### config.mk
export PLATFORM = sky130hd
export DESIGN_NAME = probe_uplink_arbiter
export DESIGN_NICKNAME = d
export VERILOG_FILES = /design/src/rtl/probe_uplink_arbiter.sv
export SDC_FILE = /design/constraint.sdc
export NUM_CORES = 1
export LEC_CHECK = 0
export ABC_AREA = 1
export CAP_MARGIN = 20
export CORE_UTILIZATION = 34
export DETAILED_ROUTE_END_ITERATION = 12
export GPL_ROUTABILITY_DRIVEN = 1
export GPL_TIMING_DRIVEN = 0
export PLACE_DENSITY_LB_ADDON = 0.3
export SLEW_MARGIN = 20
export SYNTH_ARGS = -nofsm -noshare
export SYNTH_HDL_FRONTEND = slang
export SYNTH_SLANG_ARGS = --single-unit
### constraint.sdc
create_clock -name UCLK -period 1.7 [get_ports UCLK]
set_clock_uncertainty 0.1 [all_clocks]
set_input_delay 0.255 -clock UCLK [delete_from_list [all_inputs] [get_ports UCLK]]
set_output_delay 0.255 -clock UCLK [all_outputs]
set_load 0.05 [all_outputs]
### src/rtl/probe_uplink_arbiter.sv
// Round-robin arbiter that shares one 32-bit uplink between capture probes, one whole packet per grant.
// Optional stall watchdog enabled by defining PROBE_ARB_TIMEOUT_EN.
module probe_uplink_arbiter #(
  parameter int NumProbes     = 4,
  parameter int IdxWidth      = 2,
  parameter int TimeoutCycles = 255
) (
  input  logic                   UCLK,
  input  logic                   URST,
  input  logic [NumProbes-1:0]   REQVALID,
  input  logic [32*NumProbes-1:0] REQDATA,
  output logic [NumProbes-1:0]   REQACK,
  output logic                   OUTVALID,
  output logic [31:0]            OUTDATA,
  input  logic                   OUTACK,
  output logic                   BUSY,
  output logic [IdxWidth-1:0]    OWNER,
  output logic                   ERR
);

  localparam int PadWidth = 1 << IdxWidth;
  localparam int CandW    = IdxWidth + 1;
  localparam logic [CandW-1:0] NumP = CandW'(NumProbes);

  if (PadWidth < NumProbes || NumProbes < 2 || TimeoutCycles < 1 || TimeoutCycles > 65535) begin : g_paramCheck
    $error("probe_uplink_arbiter: illegal parameter combination");
  end

  typedef enum logic [1:0] {IDLE, HEADER, STREAM, RELEASE} state_t;

  state_t              r_state, w_stateNext;
  logic [IdxWidth-1:0] r_owner, w_ownerNext;
  logic [IdxWidth-1:0] r_lastGrant, w_lastGrantNext;
  logic [IdxWidth-1:0] w_pick;
  logic [15:0]         r_count, w_countNext;
  logic [CandW-1:0]    w_cand;
  logic                w_found;
  logic                w_xfer;
  logic                w_ownerValid;
  logic [PadWidth-1:0] w_reqPad;
  logic [PadWidth-1:0] w_ackPad;
  logic [31:0]         w_words [PadWidth];

`ifdef PROBE_ARB_TIMEOUT_EN
  localparam logic [15:0] StallLimit = 16'(TimeoutCycles - 1);
  logic [15:0] r_stall, w_stallNext;
`endif

  // Pad the request vector and data words to a power of two so OWNER can index them directly.
  assign w_reqPad = PadWidth'(REQVALID);

  for (genvar g = 0; g < PadWidth; g++) begin : g_words
    if (g < NumProbes) begin : g_real
      assign w_words[g] = REQDATA[32*g +: 32];
    end else begin : g_pad
      assign w_words[g] = '0;
    end
  end

  assign REQACK = w_ackPad[NumProbes-1:0];
  assign OWNER  = r_owner;

  always_comb begin
    w_found = 1'b0;
    w_pick  = '0;
    w_cand  = '0;
    for (int k = 1; k <= NumProbes; k++) begin
      w_cand = {1'b0, r_lastGrant} + CandW'(k);
      if (w_cand >= NumP) w_cand = w_cand - NumP;
      if (!w_found && w_reqPad[w_cand[IdxWidth-1:0]]) begin
        w_found = 1'b1;
        w_pick  = w_cand[IdxWidth-1:0];
      end
    end
  end

  always_comb begin
    w_stateNext     = r_state;
    w_ownerNext     = r_owner;
    w_lastGrantNext = r_lastGrant;
    w_countNext     = r_count;
    w_ownerValid    = w_reqPad[r_owner];
    w_xfer          = 1'b0;
    w_ackPad        = '0;
    OUTVALID        = 1'b0;
    OUTDATA         = '0;
    BUSY            = (r_state != IDLE);
    ERR             = 1'b0;
`ifdef PROBE_ARB_TIMEOUT_EN
    w_stallNext     = r_stall;
`endif
    case (r_state)
      IDLE: begin
        if (w_found) begin
          w_ownerNext = w_pick;
          w_stateNext = HEADER;
`ifdef PROBE_ARB_TIMEOUT_EN
          w_stallNext = '0;
`endif
        end
      end
      HEADER, STREAM: begin
        OUTVALID = w_ownerValid;
        OUTDATA  = w_ownerValid ? w_words[r_owner] : '0;
        w_xfer   = w_ownerValid && OUTACK;
        w_ackPad[r_owner] = w_xfer;
        if (w_xfer) begin
          if (r_state == HEADER) begin
            w_countNext = w_words[r_owner][15:0];
            w_stateNext = (w_words[r_owner][15:0] == 16'd0) ? RELEASE : STREAM;
          end else begin
            w_countNext = r_count - 16'd1;
            if (r_count == 16'd1) w_stateNext = RELEASE;
          end
        end
`ifdef PROBE_ARB_TIMEOUT_EN
        // A stalled packet is abandoned without the release ACK so the uplink is not held forever.
        if (w_xfer) begin
          w_stallNext = '0;
        end else if (r_stall == StallLimit) begin
          ERR             = 1'b1;
          w_stallNext     = '0;
          w_stateNext     = IDLE;
          w_lastGrantNext = r_owner;
        end else begin
          w_stallNext = r_stall + 16'd1;
        end
`endif
      end
      RELEASE: begin
        w_ackPad[r_owner] = 1'b1;
        w_lastGrantNext   = r_owner;
        w_stateNext       = IDLE;
      end
      default: w_stateNext = IDLE;
    endcase
  end

  always_ff @(posedge UCLK or negedge URST) begin
    if (!URST) begin
      r_state     <= IDLE;
      r_owner     <= '0;
      r_lastGrant <= IdxWidth'(NumProbes - 1);
      r_count     <= '0;
`ifdef PROBE_ARB_TIMEOUT_EN
      r_stall     <= '0;
`endif
    end else begin
      r_state     <= w_stateNext;
      r_owner     <= w_ownerNext;
      r_lastGrant <= w_lastGrantNext;
      r_count     <= w_countNext;
`ifdef PROBE_ARB_TIMEOUT_EN
      r_stall     <= w_stallNext;
`endif
    end
  end

endmodule

# Word level (Yosys, flattened, before mapping)
# Cells that the tools add are included.
[word_totals] ramBits=0 latch_bits=0 output_inout_bits=41 mem_bits_ro=0 ff_bits=22 in_bits=135 memories=0 wordCells=86
[op_classes] n_lt_le_gt_ge=11 mux=38 n_addsub=9 shifts=0 n_eq_ne=7 multipliers=0 n_reduce_logical=15 div_mod_pow=0 bitwise=2
[op_table] op="two-way mux 32 bit" n=4
[op_table] op="binary-select mux 32 bit (select 2 bit)" n=1
[op_table] op="two-way mux 2 bit" n=12
[op_table] op="equality test 16 x 1 -> 1 bit (second input constant)" n=1
[op_table] op="zero test 16 bit" n=1
[op_table] op="two-way mux 16 bit" n=1
[op_table] op="subtractor 16 x 1 -> 16 bit (second input constant)" n=1
[op_table] op="greater-or-equal comparator 3 bit (second input constant)" n=5
[op_table] op="< comparator 2 x 3 -> 1 bit (second input constant)" n=5
[op_table] op="two-way mux 1 bit" n=12
[op_table] op="binary-select mux 1 bit (select 2 bit)" n=5
[op_table] op="one-hot mux 4 bit (2 select lines)" n=1
[op_table] op="subtractor 2 x 1 -> 2 bit (second input constant)" n=4
[op_table] op="adder 2 x 2 -> 3 bit (second input constant)" n=2
[op_table] op="one-hot mux 2 bit (3 select lines)" n=1
[op_table] op="logical AND 1 bit" n=5
[op_table] op="bitwise AND 4 bit" n=1
[op_table] op="equality test 2 bit (second input constant)" n=2
[op_table] op="inequality test 2 bit (second input constant)" n=2
[op_table] op="AND reduction 2 bit" n=2
[op_table] op="adder 2 x 1 -> 3 bit (second input constant)" n=1
[op_table] op="adder 2 x 3 -> 3 bit (second input constant)" n=1
[op_table] op="zero test 1 bit" n=3
[op_table] op="inequality test 3 bit (second input constant)" n=1
[op_table] op="8 further kinds" n=8

# Longest topological paths before layout
# Gate-level depths: netlist of the first run.
[logic_depth] word_depth=17 mapped_depth=14 ltp_nobuf=12

# Least setup slack after synthesis of the first run
# OpenSTA, ideal clock, no wires.
[synth_timing] path_type="register to output" from="register r_owner[1] (netlist: OWNER[1])" to="output REQACK[0]" required_ns=1.345 n_path_buf=1 t_arrival_ns=2.883 path_stages_with_launch=12 slack_ns=-1.538 cell_sequence="dfrtp_1 buf_6 nand2_2 inv_2 nand2_1 nand2_1 nor2_2 nor2_4 nand2_2 inv_2 o21ai_1 nor3_1"
[synth_between] elab_chain_cells=6 elab_cells_between_ends=10 classes_between="order compare (2); mux (5); bitwise (1); reduce/logical (2)"
[synth_lines] item="start, declared" line_no="32" text="logic [IdxWidth-1:0] r_owner, w_ownerNext;"
[synth_lines] item="start signal, assigned" line_no="150" text="r_owner <= w_ownerNext;"
[synth_lines] item="< comparator 2 x 3 -> 1 bit (implied by the code) / greater-or-equal comparator 2 x 1 -> 1 bit (equally long branches)" line_no="106, 131"
[synth_lines] item="logical AND 1 bit (implied by the code)" line_no="106, 131"
[synth_lines] item="two-way mux 1 bit (implied by the code)" line_no="106, 131"
[synth_lines] item="demux 1 bit (select 2 bit)" line_no="106, 131"
[synth_lines] item="bitwise AND 4 bit (no source line)"
[synth_lines] item="one-hot mux 4 bit (2 select lines) (*)" line_no="92" text="case (r_state)"
[synth_lines] item="end, declared" line_no="12" text="output logic [NumProbes-1:0] REQACK,"
# Every way passes the cells marked *; elsewhere a longest branch is shown, timed or not. The select of a mux whose other input is x is not followed.

# Worst setup path in the final report of the first run
[layout_timing] from="register r_owner[1] (netlist: OWNER[1])" to="output OUTDATA[27]"
[layout_between] elab_chain_cells=6 elab_cells_between_ends=8 classes_between="mux (7); bitwise (1)"
[layout_lines] item="inverter 2 -> 3 bit (implied by the code)" line_no="104" text="OUTDATA = w_ownerValid ? w_words[r_owner] : '0;"
[layout_lines] item="binary-select mux 32 bit (select 2 bit)" line_no="104"
[layout_lines] item="two-way mux 32 bit (2 in series)"
[layout_lines] item="two-way mux 32 bit (*)" line_no="104"
[layout_lines] item="two-way mux 32 bit (*)" line_no="92"
[layout_lines] item="end, declared" line_no="14" text="output logic [31:0] OUTDATA,"
# Marked as above.

==> reports/results.ini, run 1 <==
[run_status]
result_of_the_run=complete, but fails checks
violated_checks=negative setup slack

[worst_setup_path]
crit_path_end_kind=output port
timing.rr.end=r_state[0]$_DFFE_PN0P_
worst_reg2reg_path_length_in_cells=15
crit_type=reg -> out
worstSetupStartpointType=flop
reg2reg_setup_slack_ns=-0.43
arrival_ns=2.05
path_max_fanout=10
data_required_time_of_the_critical_path_ns=1.34
reg_to_reg_start=OWNER[0]$_DFFE_PN0P_

[sta]
grt_setup_unrepaired=yes
drv_slew=0
setup_viol=57
fin_crit_sh=1.42
worst_pin_slew_ns=0.555
timing.final.hold_violations=0
period_needed_ns=2.41
slew-limit-headroom=0.630
timing.fmax_mhz=415
finalWorstSetupSlack_ns=-0.709
setup_tns_ns=-28.77

[floorplanning]
placementRows=32
design.portCount=176
floorplan.initialDensity=0.360
die_h_microns=93.4
fp.coreArea_sq_um=7890
die-area_sq_um=8720
die_width_microns=93.4

[logic_synthesis]
synth-main-ff-cell=sky130_fd_sc_hd__dfrtp_1
yosys-top-cells-area=sky130_fd_sc_hd__nand2_1 (33%), sky130_fd_sc_hd__dfrtp_1 (18%), sky130_fd_sc_hd__a22oi_1 (4.8%)
post-synth-top-area-fraction=0.325
synth.ff_latch_count=22
synth-edff-count=0
yosysWarningCount=0
syn_area_cell_sq_um=5.55
synth_seq_area_share=0.195
async_flop_share=1.00
synth.net_count=651
yosysTopAreaCell=sky130_fd_sc_hd__nand2_1
ys_top_cells_by_count=sky130_fd_sc_hd__nand2_1 (246), sky130_fd_sc_hd__inv_1 (34), sky130_fd_sc_hd__nor2_1 (34)
synthesis.instances=511
synthesis.area_sq_um=2840
yosysUniqueCellTypes=35
yosys.cell_count.top_type=sky130_fd_sc_hd__nand2_1

[clock_network]
ctsLongestPathBuffers=2
clk_latency_ns=0.28
clkSinkCount=22
cts.htree.levels=1
cts_tree=done
clk_pin_slew_worst_paths_ns=0.09
cts_root_buffer=sky130_fd_sc_hd__clkbuf_8
tritoncts.num_buffers=3

[route]
remaining_drc_errors=0
dr.pass1.iters=5
routedWlPerCell_microns=16.7
dr.first_iter.drc_count=306
vias=4363
wirelength_microns=13700
post_drt_via_cell_ratio=5.33
antenna_left=0

[cells_and_area]
post_route_cells_drive_above_1_share=0.275
ff_latch_area_sq_um=556
final_net_count=858
multi_input_gate_area_sq_um=2630
final.fill_count=584
flow.area_growth_from_synthesis_pct=108
antenna_cells_inserted=0
final_cell_area_sq_um=5900

[placement]
gp_congestion=0.924
place_hpwl_microns=9940
numPortBuffers=174
dpl_cell_area_sq_um=5230
pre_cts_ws_ns=-1.20

[grt]
globalRouteTotalUtil=0.306
vias_in_the_first_global_route=4330
grt_first_pass_wirelength_microns=20900
grt_antenna_before_repair=0
overflow=0
maximum_number_of_pins_on_one_net_before_global_route_repair=23

[power_and_ir_drop]
power.density_cell_area_nw_per_um2=2050
leakage_nw=2.57
worst_ir_drop_on_vdd_uv=1020

[worst_hold_path]
hold_path.class=in -> async

[flow_run]
drv.max_cap_violation_count=0

-- per-layer routing --
metal / track usage / vias to the layer above / share of wire
met5: 0 / - / 0
met4: 0.0897 / 0 / 0.028
met3: 0.0520 / 36 / 0.084
met2: 0.556 / 251 / 0.50
met1: 0.367 / 2006 / 0.39
li1: - / 2070 / -
-- power by group --
| part | leakage [nW] | internal [W] | switching (W) |
|---|---|---|---|
| sequential | 0.270 | 0.000794 | 0.000210 |
| clock | 0.0357 | 0.000315 | 0.000200 |
| combinational | 2.27 | 0.00396 | 0.00664 |
| total | 2.57 | 0.00507 | 0.00705 |
-- cells in the final DEF (no fill, tap or decap), types with 3 or more instances in the layout --
master and count:
sky130_fd_sc_hd__nand2_1 217, sky130_fd_sc_hd__a21oi_4 13, sky130_fd_sc_hd__buf_4 26, sky130_fd_sc_hd__dfrtp_1 18, sky130_fd_sc_hd__inv_2 5, sky130_fd_sc_hd__o211ai_1 5
sky130_fd_sc_hd__nor2_1 26, sky130_fd_sc_hd__ha_1 5, sky130_fd_sc_hd__buf_6 41, sky130_fd_sc_hd__buf_12 4, sky130_fd_sc_hd__clkbuf_2 4, sky130_fd_sc_hd__o21ai_4 3
sky130_fd_sc_hd__o21ai_1 14, sky130_fd_sc_hd__nand3_2 5, sky130_fd_sc_hd__a21oi_1 3, sky130_fd_sc_hd__o21ai_0 11, sky130_fd_sc_hd__a22oi_1 18, sky130_fd_sc_hd__nand2_2 29
sky130_fd_sc_hd__nand4_1 5, sky130_fd_sc_hd__buf_8 8, sky130_fd_sc_hd__xor2_1 6, sky130_fd_sc_hd__nor2_4 9, sky130_fd_sc_hd__clkbuf_4 4, sky130_fd_sc_hd__nand3_1 15
sky130_fd_sc_hd__clkbuf_8 3, sky130_fd_sc_hd__a31oi_4 17, sky130_fd_sc_hd__nor3_1 3, sky130_fd_sc_hd__clkdlybuf4s50_1 133, sky130_fd_sc_hd__inv_1 30
-- critical path, stage by stage (launching register included) --
cell,delay (ns)
sky130_fd_sc_hd__dfrtp_2,0.43
sky130_fd_sc_hd__buf_12,0.15
sky130_fd_sc_hd__nor2_4,0.13
sky130_fd_sc_hd__nand2_2,0.08
sky130_fd_sc_hd__o21ai_4,0.07
sky130_fd_sc_hd__nor2_4,0.06
sky130_fd_sc_hd__nor2_4,0.19
sky130_fd_sc_hd__inv_4,0.10
sky130_fd_sc_hd__buf_12,0.18
sky130_fd_sc_hd__a31oi_4,0.17
sky130_fd_sc_hd__buf_6,0.18
-- layout make-up --
type                       count  area share
tap                          102      0.0216
multi-input combinational    424       0.446
clock inverter                 1     0.00509
timing repair buffer         202       0.351
clock buffer                   3     0.00700
sequential                    22      0.0941
buffer                        26      0.0462
inverter                      39      0.0290
-- cells by family (layout without fill, tap and decap cells) --
family                     after synthesis  after routing  share of synthesized area
and+or+nand+nor                        318            318                      0.452
adders and majority gates                5              5                     0.0220
xor gates and xnor gates                 8              8                     0.0247
AOI/OAI and AO/OA                       92             92                      0.200
buffers and inverters                   65            271                      0.105
other                                    1              1                    0.00132
DFF                                     22             22                      0.195
-- stage by stage --
stage          total power [W]  hold WS (ns)  instances  utilization
4_1_cts                 0.0115         0.409        814        0.730
2_1_floorplan          0.00736        -0.141        511            -
5_1_grt                 0.0128         0.428        819        0.748
3_5_place_dp           0.00971         0.390        787        0.663
6_report                0.0121         0.396        819        0.748
3_3_place_gp           0.00958         0.380        787        0.663
-- how the worst max path moves through the flow --
stage | start | slack, ns | cells after the start | to
after floorplan | OWNER[0]$_DFFE_PN0P_ | -0.86 | 10 | REQACK[0]
after global placement | OWNER[0]$_DFFE_PN0P_ | -1.21 | 8 | OUTDATA[30]
after detailed placement | OWNER[0]$_DFFE_PN0P_ | -1.20 | 8 | OUTDATA[30]
after CTS | OWNER[0]$_DFFE_PN0P_ | -0.66 | 12 | REQACK[1]
after global routing | OWNER[0]$_DFFE_PN0P_ | -0.78 | 12 | REQACK[1]
final | OWNER[1]$_DFFE_PN0P_ | -0.71 | 10 | OUTDATA[27]
-- sequential cells by signal (all words and copies together), names as in the netlist --
| name | cells |
|---|---|
| r_state | 2 |
| OWNER | 2 |
| r_count | 16 |
| r_lastGrant | 2 |
-- timing repair --
action,in CTS,in global routing
gates resized for setup,329,47
endpoints found under the setup margin,60,59
pin swaps,9,13
hold buffers,0,1
buffers inserted,21,4
endpoints found under the hold margin,0,20
gates cloned,2,0
Note: power is estimated with default switching activity, not from simulation.
==> run 2: changes to the inputs <==
- CORE_MARGIN: default -> 1.5
- clock period: 1.7 -> 2 ns (I/O delays scaled with it)
==> reports/results.ini, run 2 (synthesized netlist as in run 1, its figures left out) <==
[floorplanning]
design.portCount=176  ; unchanged
placementRows=33  ; was 32
floorplan.initialDensity=0.349  ; was 0.360
fp.coreArea_sq_um=8130  ; was 7890 sq um
die_width_microns=94.4  ; was 93.4 microns
die-area_sq_um=8900  ; was 8720 sq um
die_h_microns=94.4  ; was 93.4 microns

[placement]
place_hpwl_microns=10000  ; was 9940 microns
gp_congestion=0.871  ; was 0.924
dpl_cell_area_sq_um=5230  ; about the same
numPortBuffers=174  ; unchanged

[route]
vias=4299  ; was 4363
dr.first_iter.drc_count=235  ; was 306
antenna_left=0  ; unchanged
dr.pass1.iters=7  ; was 5
post_drt_via_cell_ratio=5.25  ; was 5.33
routedWlPerCell_microns=16.1  ; was 16.7 microns
remaining_drc_errors=0  ; unchanged
wirelength_microns=13200  ; was 13700 microns

[clock_network]
clk_latency_ns=0.27  ; was 0.28 ns
cts_root_buffer=sky130_fd_sc_hd__clkbuf_8  ; unchanged
tritoncts.num_buffers=3  ; unchanged
cts_tree=done  ; unchanged
clkSinkCount=22  ; unchanged
ctsLongestPathBuffers=2  ; unchanged
clk_pin_slew_worst_paths_ns=0.09  ; about the same
cts.htree.levels=1  ; unchanged

[worst_setup_path]
crit_type=reg -> out  ; unchanged
path_max_fanout=10  ; unchanged
data_required_time_of_the_critical_path_ns=1.60  ; was 1.34 ns
worstSetupStartpointType=flop  ; unchanged
arrival_ns=2.04  ; was 2.05 ns
crit_path_end_kind=output port  ; unchanged

[run_status]
violated_checks=negative setup slack  ; unchanged
result_of_the_run=complete, but fails checks  ; unchanged

[power_and_ir_drop]
power_frac_seq=0.087  ; was 0.083
power_switching_w=0.00573  ; was 0.00705 W
power.density_cell_area_nw_per_um2=1690  ; was 2050 nW/um^2
clock_power_share=0.035  ; was 0.043
worst_ir_drop_on_vdd_uv=1140  ; was 1020 uV
power.internal_w=0.00401  ; was 0.00507 W
power.share.switching=0.588  ; was 0.582
share_comb_of_total_power=0.878  ; was 0.875
leakage_nw=2.53  ; was 2.57 nW

[worst_hold_path]
hold_path.class=reg -> reg  ; was in -> async

[grt]
grt_first_pass_wirelength_microns=20500  ; was 20900 microns
globalRouteTotalUtil=0.293  ; was 0.306
maximum_number_of_pins_on_one_net_before_global_route_repair=23  ; unchanged
vias_in_the_first_global_route=4293  ; was 4330
overflow=0  ; unchanged
grt_antenna_before_repair=0  ; unchanged

[sta]
fin_hold_ws_ns=0.403  ; was 0.396 ns
finalWorstSetupSlack_ns=-0.437  ; was -0.709 ns
period_needed_ns=2.44
timing.fmax_mhz=410
worst_pin_slew_ns=0.540  ; was 0.555 ns
grt_setup_unrepaired=yes  ; unchanged
drv_slew=0  ; unchanged
setup_viol=38  ; was 57
fin_crit_sh=1.22
timing.final.hold_violations=0  ; unchanged
slew-limit-headroom=0.640  ; was 0.630

[cells_and_area]
largest_register_ff_count=16  ; unchanged
largest-register=r_count  ; unchanged
final_cell_area_sq_um=5750  ; was 5900 sq um
most_frequent_standard_cell_in_the_layout_excluding_fill_and_tap_cells=sky130_fd_sc_hd__nand2_1  ; unchanged
most-common-layout-cells=sky130_fd_sc_hd__nand2_1 (226), sky130_fd_sc_hd__clkdlybuf4s50_1 (134), sky130_fd_sc_hd__buf_6 (41)  ; was sky130_fd_sc_hd__nand2_1 (217), sky130_fd_sc_hd__clkdlybuf4s50_1 (133), sky130_fd_sc_hd__buf_6 (41)
antenna_cells_inserted=0  ; unchanged
flow.area_growth_from_synthesis_pct=103  ; was 108%
final_net_count=855  ; was 858
finish.utilization=0.707  ; was 0.748
post_route_cells_drive_above_1_share=0.251  ; was 0.275

[flow_run]
drv.max_cap_violation_count=0  ; unchanged

-- run 2: cell types whose count changed in the layout (fill, tap and decap cells not counted), moves of 3 or more --
cell	previous run	this run
sky130_fd_sc_hd__nand2_1	217	226
sky130_fd_sc_hd__nand2_2	29	20
sky130_fd_sc_hd__o21ai_0	11	16
sky130_fd_sc_hd__clkbuf_4	4	0
sky130_fd_sc_hd__inv_1	30	34
sky130_fd_sc_hd__inv_2	5	1
sky130_fd_sc_hd__nand3_1	15	19
sky130_fd_sc_hd__nand3_2	5	1
sky130_fd_sc_hd__buf_2	1	4
sky130_fd_sc_hd__nor2_2	2	5
sky130_fd_sc_hd__o21ai_1	14	11
-- run 2: routing by layer --
| metal | part of all wire | GRT usage |
|---|---|---|
| met1 | 0.40 | 0.356 |
| met2 | 0.49 | 0.542 |
| met3 | 0.075 | 0.0370 |
| met4 | 0.032 | 0.0746 |
| met5 | 0 | 0 |
-- run 2: stage by stage --
stage / setup slack, ns / cells / TNS [ns] / total power, W
2_1_floorplan: -0.607 / 511 / -17.90 / 0.00624
3_3_place_gp: -0.993 / 790 / -33.26 / 0.00808
3_5_place_dp: -0.991 / 790 / -33.44 / 0.00820
4_1_cts: -0.402 / 814 / -12.52 / 0.00942
5_1_grt: -0.493 / 819 / -16.65 / 0.0103
6_report: -0.437 / 819 / -13.94 / 0.00975
-- run 2: timing repair --
action,4_1_cts,5_1_grt
resized for setup,316,26
setup endpoints to repair,43,52
pin swaps,9,9
setup buffers,20,5
hold buffers,0,1
cloned,1,1
hold endpoints to repair,0,20
-- run 2: layout make-up --
class                   count  area, sq um
plain buffers              26          244
well taps                 105          131
inverters                  39          166
repair buffers            199         2020
multi-input cells         424         2580
fillers                   660         2380
flip-flops and latches     22          556
clock buffers               4         55.1
-- run 2: power by group through the flow --
stage / Combinational (W) / Clock (W) / Sequential, W
after floorplan: 0.00537 / 0 / 0.000877
after global placement: 0.00722 / 0 / 0.000852
after detailed placement: 0.00734 / 0 / 0.000860
after CTS: 0.00824 / 0.000338 / 0.000842
after global routing: 0.00910 / 0.000352 / 0.000881
final: 0.00856 / 0.000338 / 0.000852
-- run 2: final timing paths --
| path | from | to | slack, ns | cells past startpoint |
|---|---|---|---|---|
| min reg2reg | r_count[6]$_DFFE_PN0P_ | r_count[6]$_DFFE_PN0P_ | 0.40 | 2 |
| max | OWNER[1]$_DFFE_PN0P_ | OUTDATA[19] | -0.44 | 10 |
| min in group asynchronous | URST | r_count[3]$_DFFE_PN0P_ | 0.44 | 2 |
| min | r_count[6]$_DFFE_PN0P_ | r_count[6]$_DFFE_PN0P_ | 0.40 | 2 |
| max in group asynchronous | URST | OWNER[0]$_DFFE_PN0P_ | 0.97 | 2 |
| max reg2reg | OWNER[0]$_DFFE_PN0P_ | r_state[0]$_DFFE_PN0P_ | -0.02 | 14 |
-- run 2: critical path, cell delays in order (launching register included) --
cell and delay [ns]:
sky130_fd_sc_hd__dfrtp_2 0.44, sky130_fd_sc_hd__buf_12 0.16, sky130_fd_sc_hd__nor2_4 0.11, sky130_fd_sc_hd__nand2_2 0.08, sky130_fd_sc_hd__o21ai_4 0.07, sky130_fd_sc_hd__nor2_4 0.07
sky130_fd_sc_hd__nor2_4 0.20, sky130_fd_sc_hd__inv_4 0.10, sky130_fd_sc_hd__buf_12 0.18, sky130_fd_sc_hd__a31oi_4 0.18, sky130_fd_sc_hd__buf_6 0.18
==> run 3: changes to the inputs <==
- ABC_AREA: 1 -> 0
- CORE_UTILIZATION: 34 -> 32
- REMOVE_ABC_BUFFERS: default -> 1
==> reports/results.ini, run 3 <==
[run_status]
result_of_the_run=complete, but fails checks  ; unchanged
violated_checks=negative setup slack  ; unchanged

[worst_setup_path]
crit_path_end_kind=flop  ; was output port
worstSetupStartpointType=flop  ; unchanged
timing.rr.end=r_state[0]$_DFFE_PN0P_  ; unchanged
path_max_fanout=8  ; was 10
arrival_ns=2.50  ; was 2.04 ns
crit_type=reg -> reg  ; was reg -> out
critical_path.startpoint=OWNER[0]$_DFFE_PN0P_  ; was OWNER[1]$_DFFE_PN0P_
reg_to_reg_start=OWNER[0]$_DFFE_PN0P_  ; unchanged
worst_setup_path_endpoint=r_state[0]$_DFFE_PN0P_  ; was OUTDATA[19]
worst_reg2reg_path_length_in_cells=7  ; was 14
reg2reg_setup_slack_ns=-0.38  ; was -0.02 ns
data_required_time_of_the_critical_path_ns=2.11  ; was 1.60 ns

[cells_and_area]
largest_register_ff_count=16  ; unchanged
antenna_cells_inserted=0  ; unchanged
most-common-layout-cells=sky130_fd_sc_hd__clkdlybuf4s50_1 (129), sky130_fd_sc_hd__buf_6 (41), sky130_fd_sc_hd__mux4_2 (34)  ; was sky130_fd_sc_hd__nand2_1 (226), sky130_fd_sc_hd__clkdlybuf4s50_1 (134), sky130_fd_sc_hd__buf_6 (41)
most_frequent_standard_cell_in_the_layout_excluding_fill_and_tap_cells=sky130_fd_sc_hd__clkdlybuf4s50_1  ; was sky130_fd_sc_hd__nand2_1
largest-register=r_count  ; unchanged
final_cell_area_sq_um=5120  ; was 5750 sq um
flow.area_growth_from_synthesis_pct=107  ; was 103%
final_net_count=598  ; was 855
post_route_cells_drive_above_1_share=0.403  ; was 0.251

[placement]
numPortBuffers=174  ; unchanged
place_hpwl_microns=7870  ; was 10000 microns
dpl_cell_area_sq_um=4260  ; was 5230 sq um
gp_congestion=0.842  ; was 0.871

[logic_synthesis]
synth_seq_area_share=0.224  ; was 0.195
yosysWarningCount=0  ; unchanged
yosysUniqueCellTypes=44  ; was 35
async_flop_share=1.00  ; unchanged
ys_top_cells_by_count=sky130_fd_sc_hd__and3_1 (34), sky130_fd_sc_hd__mux4_2 (33), sky130_fd_sc_hd__nor2_1 (23)  ; was sky130_fd_sc_hd__nand2_1 (246), sky130_fd_sc_hd__inv_1 (34), sky130_fd_sc_hd__nor2_1 (34)
synth-main-ff-cell=sky130_fd_sc_hd__dfrtp_1  ; unchanged
syn_area_cell_sq_um=9.54  ; was 5.55 sq um
post-synth-top-area-fraction=0.301  ; was 0.325
yosysTopAreaCell=sky130_fd_sc_hd__mux4_2  ; was sky130_fd_sc_hd__nand2_1
synth.ff_latch_count=22  ; unchanged
synthesis.instances=259  ; was 511
synth-edff-count=0  ; unchanged
synthesis.area_sq_um=2470  ; was 2840 sq um
yosys.cell_count.top_type=sky130_fd_sc_hd__and3_1  ; was sky130_fd_sc_hd__nand2_1
yosys-top-cells-area=sky130_fd_sc_hd__mux4_2 (30%), sky130_fd_sc_hd__dfrtp_1 (20%), sky130_fd_sc_hd__and3_1 (8.6%)  ; was sky130_fd_sc_hd__nand2_1 (33%), sky130_fd_sc_hd__dfrtp_1 (18%), sky130_fd_sc_hd__a22oi_1 (4.8%)

[route]
routedWlPerCell_microns=22.6  ; was 16.1 microns
antenna_left=0  ; unchanged
remaining_drc_errors=0  ; unchanged
dr.pass1.iters=5  ; was 7
wirelength_microns=12600  ; was 13200 microns
vias=3280  ; was 4299
dr.first_iter.drc_count=333  ; was 235
post_drt_via_cell_ratio=5.90  ; was 5.25

[sta]
timing.fmax_mhz=420  ; was 410 MHz
setup_viol=48  ; was 38
grt_setup_unrepaired=yes  ; unchanged
worst_pin_slew_ns=0.876  ; was 0.540 ns
timing.final.hold_violations=0  ; unchanged
finalWorstSetupSlack_ns=-0.382  ; was -0.437 ns
period_needed_ns=2.38  ; was 2.44 ns
drv_slew=0  ; unchanged
slew-limit-headroom=0.410  ; was 0.640
fin_hold_ws_ns=0.418  ; was 0.403 ns
fin_crit_sh=1.19  ; was 1.22
setup_tns_ns=-13.62  ; was -13.94 ns

[clock_network]
clkSinkCount=22  ; unchanged
clk_latency_ns=0.28  ; was 0.27 ns
clk_pin_slew_worst_paths_ns=0.09  ; about the same
tritoncts.num_buffers=3  ; unchanged
cts.htree.levels=1  ; unchanged
cts_tree=done  ; unchanged
cts_root_buffer=sky130_fd_sc_hd__clkbuf_8  ; unchanged
ctsLongestPathBuffers=2  ; unchanged

[floorplanning]
fp.coreArea_sq_um=7370  ; was 8130 sq um
die_width_microns=90.9  ; was 94.4 microns
die_h_microns=90.9  ; was 94.4 microns
floorplan.initialDensity=0.335  ; was 0.349
die-area_sq_um=8260  ; was 8900 sq um
design.portCount=176  ; unchanged
placementRows=31  ; was 33

[power_and_ir_drop]
leakage_nw=1.99  ; was 2.53 nW
worst_ir_drop_on_vdd_uv=1110  ; was 1140 uV
power.density_cell_area_nw_per_um2=1710  ; was 1690 nW/um^2

[grt]
grt_first_pass_wirelength_microns=17400  ; was 20500 microns
maximum_number_of_pins_on_one_net_before_global_route_repair=45  ; was 23
grt_antenna_before_repair=0  ; unchanged
vias_in_the_first_global_route=3281  ; was 4293
globalRouteTotalUtil=0.270  ; was 0.293
overflow=0  ; unchanged

[flow_run]
drv.max_cap_violation_count=0  ; unchanged

[worst_hold_path]
hold_path.class=in -> async  ; was reg -> reg

==> run 3: routing by layer <==
layer | part of all wire | GRT usage | vias to the layer above | wire length (microns)
met3 | 0.083 | 0.0850 | 48 | 1050
met1 | 0.34 | 0.298 | 1610 | 4280
met2 | 0.54 | 0.492 | 192 | 6760
met5 | 0 | 0 | - | 0
li1 | - | - | 1430 | -
met4 | 0.039 | 0.0846 | 0 | 489
==> run 3: critical path: stages, from the launching register on <==
cell	delay, ns
sky130_fd_sc_hd__dfrtp_4	0.54
sky130_fd_sc_hd__clkbuf_16	0.20
sky130_fd_sc_hd__mux4_2	0.51
sky130_fd_sc_hd__buf_4	0.16
sky130_fd_sc_hd__nor4_1	0.28
sky130_fd_sc_hd__nand4_1	0.14
sky130_fd_sc_hd__a32oi_1	0.22
sky130_fd_sc_hd__o31a_1	0.16
==> run 3: metrics by stage <==
stage,utilization,power (W),cells,setup slack [ns]
after detailed placement,0.578,0.00627,508,-1.90
final,0.695,0.00874,556,-0.382
after floorplan,-,0.00459,234,-2.65
after global routing,0.695,0.00909,556,-0.417
after CTS,0.642,0.00761,541,-0.313
after global placement,0.574,0.00618,507,-3.04
==> run 3: timing repair <==
item	CTS	global route
hold buffers	0	1
gates resized for setup	296	69
gates cloned	2	2
endpoints found under the hold margin	0	20
pin swaps	7	17
setup endpoints to repair	58	56
setup buffers	27	13
==> run 3: worst min path at each step <==
stage,to,slack (ns),depth (start not counted)
floorplan,OWNER[0]$_DFFE_PN0P_,-0.1,0
global placement,r_count[8]$_DFFE_PN0P_,0.40,1
detailed placement,r_count[8]$_DFFE_PN0P_,0.42,1
CTS,OWNER[1]$_DFFE_PN0P_,0.42,3
global route,r_count[2]$_DFFE_PN0P_,0.47,2
finish,r_count[2]$_DFFE_PN0P_,0.42,2
==> run 3: where the power goes <==
group,switching [W],internal [W],total (W)
sequential,0.000331,0.000686,0.00102
combinational,0.00400,0.00337,0.00737
clock,0.000169,0.000177,0.000346
==> run 3: cell families (layout without fill, tap and decap cells) <==
logic type / Yosys count / after routing / share of synthesized area
fa+ha+maj: 5 / 5 / 0.0253
simple gates: 104 / 105 / 0.232
flops: 22 / 22 / 0.224
compound gates: 58 / 58 / 0.148
mux: 36 / 37 / 0.314
other cells: 1 / 1 / 0.00152
buf+inv: 33 / 229 / 0.0552
==> run 3: area by class of cell <==
class	instances	area, sq um
flip-flops and latches	22	566
multi-input cells	206	2130
clock buffers	4	55.1
inverters	8	30.0
well taps	99	124
repair buffers	217	2220
fillers	519	2250
